<file path="src/rtl/grid_scan.sv">
// Row-scan driver for the 8x8 LED matrix with a tear-free double buffer.
// Optional per-row blanking is enabled by defining GRID_SCAN_BLANK_EN.
module grid_scan #(
  parameter int ROW_TICKS   = 1000,
  parameter int BLANK_TICKS = 16
) (
  input  logic        clk,
  input  logic        flopreset,
  input  logic [63:0] grid_in,
  input  logic        grid_load,
  output logic [7:0]  row_sel,
  output logic [7:0]  col_out,
  output logic        frame_done,
  output logic        scanning
);

`ifdef GRID_SCAN_BLANK_EN
  localparam int BLANK_ON = 1;
`else
  localparam int BLANK_ON = 0;
`endif

  localparam int TOTAL = ROW_TICKS + BLANK_TICKS * BLANK_ON;
  localparam int TW    = $clog2(TOTAL);
  localparam logic [TW-1:0] LAST_TICK = TW'(TOTAL - 1);
`ifdef GRID_SCAN_BLANK_EN
  localparam logic [TW-1:0] LIT_START = TW'(BLANK_TICKS);
`endif

  typedef enum logic {IDLE, SCAN} state_t;

  state_t        state, n_state;
  logic [2:0]    row, n_row;
  logic [TW-1:0] tick, n_tick;
  logic [63:0]   shadow, n_shadow;
  logic [63:0]   pending, n_pending;
  logic          pend_v, n_pend_v;
  logic          armed;
  logic          lit;

  // Next-state view; output registers are loaded from it so they line up with the counters.
  always_comb begin
    n_state   = state;
    n_row     = row;
    n_tick    = tick;
    n_shadow  = shadow;
    n_pending = pending;
    n_pend_v  = pend_v;
    if (armed) begin
      case (state)
        IDLE: begin
          if (grid_load) begin
            n_state  = SCAN;
            n_shadow = grid_in;
            n_row    = 3'd0;
            n_tick   = '0;
          end
        end
        SCAN: begin
          if (tick == LAST_TICK) begin
            n_tick = '0;
            n_row  = row + 3'd1;
          end else begin
            n_tick = tick + TW'(1);
          end
          // A load landing exactly on the boundary skips the pending slot.
          if (row == 3'd7 && tick == LAST_TICK) begin
            if (grid_load)   n_shadow = grid_in;
            else if (pend_v) n_shadow = pending;
            n_pend_v = 1'b0;
          end else if (grid_load) begin
            n_pending = grid_in;
            n_pend_v  = 1'b1;
          end
        end
        default: n_state = IDLE;
      endcase
    end
  end

`ifdef GRID_SCAN_BLANK_EN
  assign lit = (n_state == SCAN) && (n_tick >= LIT_START);
`else
  assign lit = (n_state == SCAN);
`endif

  always_ff @(posedge clk or negedge flopreset) begin
    if (!flopreset) begin
      armed      <= 1'b0;
      state      <= IDLE;
      row        <= 3'd0;
      tick       <= '0;
      shadow     <= '0;
      pending    <= '0;
      pend_v     <= 1'b0;
      row_sel    <= 8'd0;
      col_out    <= 8'd0;
      frame_done <= 1'b0;
      scanning   <= 1'b0;
    end else begin
      // The first edge after reset release only arms the block.
      armed      <= 1'b1;
      state      <= n_state;
      row        <= n_row;
      tick       <= n_tick;
      shadow     <= n_shadow;
      pending    <= n_pending;
      pend_v     <= n_pend_v;
      row_sel    <= lit ? (8'd1 << n_row) : 8'd0;
      col_out    <= lit ? n_shadow[8*n_row +: 8] : 8'd0;
      frame_done <= (n_state == SCAN) && (n_row == 3'd7) && (n_tick == LAST_TICK);
      scanning   <= (n_state == SCAN);
    end
  end

endmodule

</file>
<file path="config.mk">
export PLATFORM = sky130hd
export DESIGN_NAME = grid_scan
export DESIGN_NICKNAME = d
export VERILOG_FILES = /design/src/rtl/grid_scan.sv
export SDC_FILE = /design/constraint.sdc
export NUM_CORES = 1
export LEC_CHECK = 0
export BUFFER_PORTS_ARGS = -buffer_cell sky130_fd_sc_hd__buf_2
export CAP_MARGIN = 20
export CORE_MARGIN = 3
export CORE_UTILIZATION = 60
export DETAILED_ROUTE_END_ITERATION = 10
export GPL_TIMING_DRIVEN = 0
export PLACE_DENSITY = 0.84
export SLEW_MARGIN = 15
export SYNTH_ARGS = -nofsm -noshare
export SYNTH_HDL_FRONTEND = slang
export SYNTH_SLANG_ARGS = --single-unit
</file>
<file path="constraint.sdc">
create_clock -name clk -period 4.14 [get_ports clk]
set_clock_uncertainty 0.2 [all_clocks]
set_input_delay 0.207 -clock clk [delete_from_list [all_inputs] [get_ports clk]]
set_output_delay 0.207 -clock clk [all_outputs]
set_load 0.02 [all_outputs]
</file>
=== After elaboration in Yosys (flattened, before gate mapping) ===
Cells that the tools add are included.

* Register bits: 161
* Bits in latches: 0
* Memory bits (writable): 0
* ROM bits: 0
* Bits of input ports: 67
* Output and inout port bits: 18
* Word-level logic and storage cells: 47
* Memories: 0

* $add $sub $neg: 2
* $mul: 0
* Div/mod/pow operators: 0
* $lt $le $gt $ge: 0
* Equal/unequal tests: 4
* Shift operators: 2
* Multiplexer cells: 21
* Bitwise logic cells: 2
* Reductions and logical operators: 6

{| class="wikitable"
|+ Operator list
! kind !! count
|-
| 64-bit 2-to-1 mux || 5
|-
| 64-bit one-hot mux with 2 select lines || 1
|-
| 64-bit by 7-bit indexed part select with 8-bit output || 1
|-
| 10-bit 2-to-1 mux || 3
|-
| 10-bit equality test, second input constant || 2
|-
| 10-bit one-hot mux with 2 select lines || 1
|-
| 8-bit 2-to-1 mux || 2
|-
| 10-bit by 1-bit adder with 10-bit output, second input constant || 1
|-
| 3-bit 2-to-1 mux || 3
|-
| 1-bit by 3-bit << shifter with 8-bit output, first input constant || 1
|-
| 3-bit equality test, second input constant || 2
|-
| 3-bit one-hot mux with 2 select lines || 1
|-
| 1-bit 2-to-1 mux || 5
|-
| 4-bit AND reduction || 1
|-
| 3-bit by 1-bit adder with 3-bit output, second input constant || 1
|-
| 1-bit logical AND || 3
|-
| 3-bit AND reduction || 1
|-
| 1-bit inverter || 2
|-
| 2-bit nonzero test || 1
|}

=== Longest topological paths before layout ===
Gate-level depths: netlist of run 1.

* Depth in word-level cells: 7
* Mapped depth: 12
* Mapped depth without buffers: 9

=== Worst setup path after synthesis of run 1 ===
OpenSTA, ideal clock, no wires.

* Path kind: reg2reg
* From: register tick[0]
* To: register col_out[4]
* Setup time: 0.064 ns
* Arrival time: 2.535 ns
* Data required time: 3.876 ns
* Path slack: 1.341 ns
* Stages on the path, launching flop included: 10
* Path buffers: 1
* Clock period less this slack: 2.799 ns
* Cell sequence: dfrtp_1 > ha_1 > nand4bb_4 > or4_1 > and3_1 > buf_6 > or4_1 > o311a_1 > a211oi_2 > or3b_1

* Word-level cells in the longest chain between the ends: 7
* Elaborated cells between the ends (all ways): 10
* Those cells by class: eq/ne: 1; shift: 1; mux: 7; reduce/logical: 1

{| class="wikitable"
|+ Ends and longest elaborated chain
! what !! RTL line !! text
|-
| from (decl) || 34 || <nowiki>logic [TW-1:0] tick, n_tick;</nowiki>
|-
| from (signal assigned) || 105 || <nowiki>tick <= n_tick;</nowiki>
|-
| 10-bit equality test * || 60, 67 ||
|-
| 1-bit logical AND || 67 || <nowiki>if (row == 3'd7 && tick == LAST_TICK) begin</nowiki>
|-
| 64-bit 2-to-1 mux || 67 ||
|-
| 64-bit one-hot mux with 2 select lines || 50 || <nowiki>case (state)</nowiki>
|-
| 64-bit 2-to-1 mux || 49 || <nowiki>if (armed) begin</nowiki>
|-
| 64-bit by 7-bit indexed part select with 8-bit output * || 110 || <nowiki>col_out <= lit ? n_shadow[8*n_row +: 8] : 8'd0;</nowiki>
|-
| 8-bit 2-to-1 mux * || 110 ||
|-
| to (signal assigned) || 110 ||
|-
| to (decl) || 12 || <nowiki>output logic [7:0] col_out,</nowiki>
|}

Every way passes the cells marked *; elsewhere a longest branch is shown, timed or not.
A chain may end at the register's enable or synchronous reset.

=== Worst setup path in the final report of run 1 ===
* From: register tick[0]
* To: register col_out[7]

Same word-level chain as after synthesis.

==> results.sh, run 1 <==
export IMPL_cp_top_family="simple AND/OR/NAND/NOR gates"
export IMPL_numCtsBuffers=17
export IMPL_worstSetupEndpointType="register"
export IMPL_timing_reg2reg_setup_slack_ns=0.46
export IMPL_grt_usage_pct=33.8
export IMPL_slew_limit_headroom_pct=42.3
export IMPL_cp_arrival_ns=3.74
export IMPL_leakagePower_nw=4.24
export IMPL_placed_area_sq_mm=0.00830
export IMPL_max_vdd_ir_drop_v=0.000340
export IMPL_worst_slew_pin_slew_ns=0.862
export IMPL_cts_resized=0
export IMPL_nNetsFinal=960
export IMPL_cts_tree="done"
export IMPL_setup_tns_ns=0
export IMPL_drc=0
export IMPL_h_tree_depth=4
export IMPL_dieArea_sq_mm=0.0141
export IMPL_fin_crit_sh_pct=89.0
export IMPL_final_common_cell="dfrtp_1"
export IMPL_syn_area_per_cell_sq_um=10.6
export IMPL_path_max_fanout=10
export IMPL_ys_flop_type="dfrtp_1"
export IMPL_rsz0062_at_grt="false"
export IMPL_core_region_area_sq_mm=0.0122
export IMPL_grt_use_met2_pct=55.4
export IMPL_die_height_microns=119
export IMPL_portBuffers=84
export IMPL_ys_ff_latch=161
export IMPL_cts_hold_buf=65
export IMPL_syn_num_nets=791
export IMPL_gp_congestion=0.897
export IMPL_crit_buf_inv=3
export IMPL_cts_max_path_buffers=2
export IMPL_synth_enable_flop_cells=0
export IMPL_status="completed"
export IMPL_grt_overflow=0
export IMPL_r2r_start="tick[0]"
export IMPL_io_pin_count=85
export IMPL_clock_insertion_delay_worst_skew_ns=0.43
export IMPL_drv_slew=0
export IMPL_synthCells=721
export IMPL_fmaxAchievable_mhz=271
export IMPL_synthArstFlopShare_pct=100
export IMPL_worstPathCellList="ha_1 > nand4bb_4 > or4_1 > and3_1 > buf_6 > clkbuf_1 > buf_2 > nand2_1 > nand3_1 > a32oi_1 > o32ai_1"
export IMPL_min_to="pend_v"
export IMPL_area_growth_pct=24.6
export IMPL_routed_wl_mm=23.4
export IMPL_cp_required_ns=4.20
export IMPL_drtIter0Drc=800
export IMPL_seq_area_frac_synth_pct=52.8
export IMPL_post_cts_buffers=0
export IMPL_cap_violations=0
export IMPL_ant_nets=0
export IMPL_cp_start_kind="register"
export IMPL_num_fill_cells=797
export IMPL_initial_utilization_pct=62.5
export IMPL_cp_slowest_cell="or4_1"
export IMPL_drive_gt1_share_pct=24.5
export IMPL_use_met1_pct=40.9
export IMPL_diodes=0
export IMPL_use_met3_pct=9.43
export IMPL_yosys_warnings=0
export IMPL_setup_viol=0
export IMPL_layout_min_cycle_time_ns=3.68
export IMPL_min_delay_path_class="primary input to register"
export IMPL_placementRows=40
export IMPL_path_clk_slew_ns=0.06
export IMPL_dieWidth_microns=119
export IMPL_reg2regPathDepth=11
export IMPL_grt_max_degree=82
export IMPL_r2r_end="col_out[7]"
export IMPL_powerDensity_mw_per_mm2=396
export IMPL_dr_pass1_iters=9
export IMPL_antenna_found_initial=0
export IMPL_finalInstanceArea_sq_mm=0.00950
export IMPL_vias_per_cell=6.45
export IMPL_mostFrequentLayoutCells="dfrtp_1 (161), buf_2 (108), nor2_1 (75), mux2_2 (69), dlygate4sd3_1 (65)"
export IMPL_synth_cell_types=65
export IMPL_hold_viol_final=0
export IMPL_cts_sinks=161
export IMPL_syn_area_sq_mm=0.00763
export IMPL_worstSetupPathType="register to register"
export IMPL_grt_pass1_vias=7210
export IMPL_cts_root_buf="clkbuf_16"
export IMPL_power_mw=3.77
export IMPL_slowest_delay_ns=0.54
export IMPL_grt_busiest_layer="met2"
export IMPL_grt_pass1_wl_mm=37.1
export IMPL_wire_per_inst_microns=21.9
export IMPL_vias=6905
export IMPL_min_delay_start="grid_load"
export IMPL_hpwl_mm=15.1
export IMPL_hold_depth=3
==> area by class of cell <==
class	instances	area, sq um	share of cell area [%]
Sequential cell	161	4030	42.4
Multi-Input combinational cell	496	3320	34.9
Timing Repair Buffer	150	1110	11.7
Clock buffer	23	478	5.03
Buffer	57	256	2.70
Tap cell	168	210	2.21
Clock inverter	8	78.8	0.829
Inverter	7	26.3	0.276
==> metrics by stage <==
stage	worst slack [ns]	cells	util [%]	hold slack, ns
6_report	0.456	1070	77.8	0.0182
5_1_grt	0.275	1070	77.8	0.0189
4_1_cts	0.565	1070	77.8	0.0147
3_5_place_dp	0.602	974	67.9	0.0204
3_3_place_gp	0.383	973	67.6	0.257
2_1_floorplan	1.34	721	-	-0.289
==> logic make-up after synthesis <==
| group | Yosys count | share of synthesized area [%] |
|---|---|---|
| flops | 161 | 52.8 |
| mux | 80 | 11.6 |
| fa+ha+maj | 3 | 0.492 |
| simple gates | 236 | 15.0 |
| xor+xnor | 2 | 0.230 |
| compound gates | 174 | 16.1 |
| buf+inv | 64 | 3.71 |
| other cells | 1 | 0.0492 |
==> per-layer routing <==
metal	vias up	routed length, microns	part of all wire (%)
li1	2995	-	-
met1	3390	8850	38
met2	416	11400	49
met3	104	2070	8.8
met4	0	1060	4.5
met5	-	0	0
==> worst register-to-register path, stage by stage (launching register included) <==
cell	delay, ns
dfrtp_1	0.43
ha_1	0.37
nand4bb_4	0.19
or4_1	0.54
and3_1	0.20
buf_6	0.14
clkbuf_1	0.34
buf_2	0.35
nand2_1	0.11
nand3_1	0.08
a32oi_1	0.39
o32ai_1	0.20
==> flip-flops by register name (all words and copies together), names as in the netlist <==
register and flops:
pending 64, shadow 64, tick 10, col_out 8, row_sel 8, row 3
armed 1, frame_done 1, pend_v 1, state 1
==> how the worst max path moves through the flow <==
| stage | end | startpoint | cells past startpoint | slack [ns] |
|---|---|---|---|---|
| final | col_out[7] | tick[0] | 11 | 0.46 |
| after global routing | col_out[4] | tick[0] | 9 | 0.28 |
| after CTS | col_out[7] | tick[0] | 10 | 0.56 |
| after detailed placement | col_out[7] | tick[0] | 11 | 0.60 |
| after global placement | row_sel[6] | flopreset | 1 | 0.38 |
| after floorplan | col_out[4] | tick[0] | 9 | 1.34 |
==> synth_stat cells (5+ instances only) <==
master     number  area, sq um
a31oi_1         8         50.1
inv_1           5         18.8
nor2_1         75          282
a21oi_1        29          145
nand2_1        57          214
and3_1          7         43.8
buf_1           5         18.8
o21a_1         10         75.1
a2bb2oi_1      13          114
dfrtp_1       161         4030
nor3_1         32          160
clkbuf_1       25         93.8
a211oi_1       22          165
o22ai_1        41          257
mux2i_1        11          110
o21ai_0         9         45.0
nor4_1          6         37.5
nand3_1        24          120
mux2_2         69          777
o22a_1          5         43.8
buf_2          25          125
nand4_1         5         31.3
==> power by group <==
| part | total [mW] | switching [mW] | internal (mW) | leakage, nW |
|---|---|---|---|---|
| combinational | 0.481 | 0.248 | 0.233 | 1.91 |
| sequential | 1.78 | 0.0851 | 1.69 | 2.06 |
| clock | 1.51 | 0.633 | 0.873 | 0.273 |
| total | 3.77 | 0.967 | 2.80 | 4.24 |
No activity file was read; power rests on OpenSTA's default activity.
==> run 2, diff against run 1 <==
Settings changed: CORE_ASPECT_RATIO set to 1.25, REMOVE_ABC_BUFFERS set to 1.
==> run 2 against run 1 <==
Power increased by 0.82%. Combinational power decreased by 4.8%. Die area about the same. Fmax decreased by 7.8%. Worst hold slack improved by 0.020 ns. Register-to-register slack got worse by 0.31 ns. Final area decreased by 1.0%. Via count decreased by 2.2%. Count of clock-buffer cells in the layout decreased by 3.
==> results.sh, run 2 (synthesized netlist as in run 1, its figures left out) <==
export IMPL_setup_viol=0
export IMPL_worstSetupEndpointType="register"
export IMPL_num_fill_cells=796
export IMPL_cp_slowest_cell="o31ai_4"
export IMPL_min_delay_path_class="primary input to register"
export IMPL_power_mw=3.80
export IMPL_dr_pass1_iters=5
export IMPL_fmaxAchievable_mhz=250
export IMPL_placementRows=45
export IMPL_slowest_delay_ns=0.87
export IMPL_worstPathCellList="ha_1 > nand4_1 > o31ai_4 > and2_1 > buf_6 > a2bb2oi_1 > and2_1 > a31o_2 > or3b_1"
export IMPL_cts_tree="done"
export IMPL_path_max_fanout=16
export IMPL_grt_usage_pct=31.2
export IMPL_area_growth_pct=23.3
export IMPL_final_common_cell="dfrtp_1"
export IMPL_multi_input_area_sq_mm=0.00336
export IMPL_h_tree_depth=4
export IMPL_powerDensity_mw_per_mm2=404
export IMPL_ant_nets=0
export IMPL_mostFrequentLayoutCells="dfrtp_1 (160), buf_2 (83), nor2_1 (74), mux2_2 (69), dlygate4sd3_1 (65)"
export IMPL_largestRegisters="pending (64), shadow (64), tick (10)"
export IMPL_fin_crit_sh_pct=96.5
export IMPL_rsz0062_at_grt="false"
export IMPL_initial_utilization_pct=62.1
export IMPL_hold_viol_final=0
export IMPL_cts_sinks=161
export IMPL_io_pin_count=85
export IMPL_antenna_found_initial=0
export IMPL_diodes=0
export IMPL_placed_area_sq_mm=0.00816
export IMPL_core_region_area_sq_mm=0.0123
export IMPL_vias_per_cell=6.65
export IMPL_drv_slew=0
export IMPL_drc=0
export IMPL_wire_per_inst_microns=21.3
export IMPL_die_height_microns=132
export IMPL_cp_required_ns=4.23
export IMPL_drive_gt1_share_pct=24.6
export IMPL_gp_congestion=0.907
export IMPL_dieWidth_microns=107
export IMPL_finalInstanceArea_sq_mm=0.00940
export IMPL_worstSetupPathType="register to register"
export IMPL_post_route_util_pct=76.6
export IMPL_status="completed"
export IMPL_nNetsFinal=909
export IMPL_vias=6753
export IMPL_seq_area_sq_mm=0.00403
export IMPL_max_vdd_ir_drop_v=0.000235
export IMPL_worst_slew_pin_slew_ns=1.05
export IMPL_leakagePower_nw=4.17
export IMPL_cp_arrival_ns=4.08
export IMPL_numCtsBuffers=17
export IMPL_grt_max_degree=90
export IMPL_drtIter0Drc=630
export IMPL_cts_max_path_buffers=2
export IMPL_portBuffers=84
export IMPL_grt_pass1_vias=6895
export IMPL_path_clk_slew_ns=0.07
export IMPL_cp_start_kind="register"
export IMPL_whs_ns=0.0387
export IMPL_cp_top_family="simple AND/OR/NAND/NOR gates"
export IMPL_layout_min_cycle_time_ns=4.00
export IMPL_cts_root_buf="clkbuf_16"
export IMPL_setup_tns_ns=0
export IMPL_crit_top_cell="and2_1"
export IMPL_routed_wl_mm=21.7
export IMPL_grt_overflow=0
export IMPL_slew_limit_headroom_pct=30.0
export IMPL_hpwl_mm=12.6
export IMPL_post_cts_buffers=0
export IMPL_dieArea_sq_mm=0.0141
export IMPL_cap_violations=0
export IMPL_crit_buf_inv=1
export IMPL_clock_insertion_delay_worst_skew_ns=0.44
export IMPL_grt_pass1_wl_mm=34.7
run 2: cell count changes in the layout (fill, tap and decap cells not counted), moves of 2 or more:
cell / delta
clkbuf_8: -2
inv_6: +4
buf_16: +3
buf_1: -5
buf_2: -25
clkbuf_1: -26
clkinv_2: -2
and2_0: -2
run 2: tightest hold or removal path, cell delays in order:
cell     delay [ns]
buf_2          0.17
a31oi_1        0.18
nor2_1         0.07
run 2: final cells by class:
| class | count | area share (%) |
|---|---|---|
| clock inverter | 12 | 1.32 |
| clock buffer | 20 | 4.75 |
| inverter | 7 | 0.306 |
| timing repair buffer | 155 | 12.9 |
| sequential | 161 | 42.9 |
| multi-input combinational | 497 | 35.7 |
| tap | 164 | 2.18 |
run 2: stage by stage:
stage,setup WS (ns),std cells
5_1_grt,0.0149,1016
4_1_cts,0.0118,1016
6_report,0.145,1016
3_3_place_gp,-2.57,912
3_5_place_dp,-0.316,918
2_1_floorplan,-0.862,664
run 2: timing repair:
item                                   4_1_cts  5_1_grt
endpoints found under the hold margin      178        0
setup endpoints to repair                    7        6
resized for setup                            2        4
hold buffers                                65        0
pin swaps                                    1        1
gates cloned                                 1        0
run 2: routing by layer:
metal	routed length [microns]	part of all wire [%]	GRT usage [%]
met2	11100	51	53.2
met5	0	0	0
met3	1460	6.7	5.88
met1	8140	38	38.0
met4	975	4.5	15.1
run 2: power breakdown:
group	internal (mW)	switching [mW]
clock network	0.859	0.678
registers	1.69	0.109
logic	0.234	0.225
total	2.79	1.01
run 2: final timing paths:
kind / start / endpoint / slack [ns] / cells past startpoint
worst max-delay path: tick[0] / col_out[4] / 0.14 / 9
worst min-delay path: grid_load / pend_v / 0.04 / 3
worst min register to register: shadow[25] / shadow[25] / 0.30 / 1
min in group asynchronous: flopreset / tick[6] / 0.11 / 2
max in group asynchronous: flopreset / shadow[17] / 2.82 / 3
worst max register to register: tick[0] / col_out[4] / 0.14 / 9
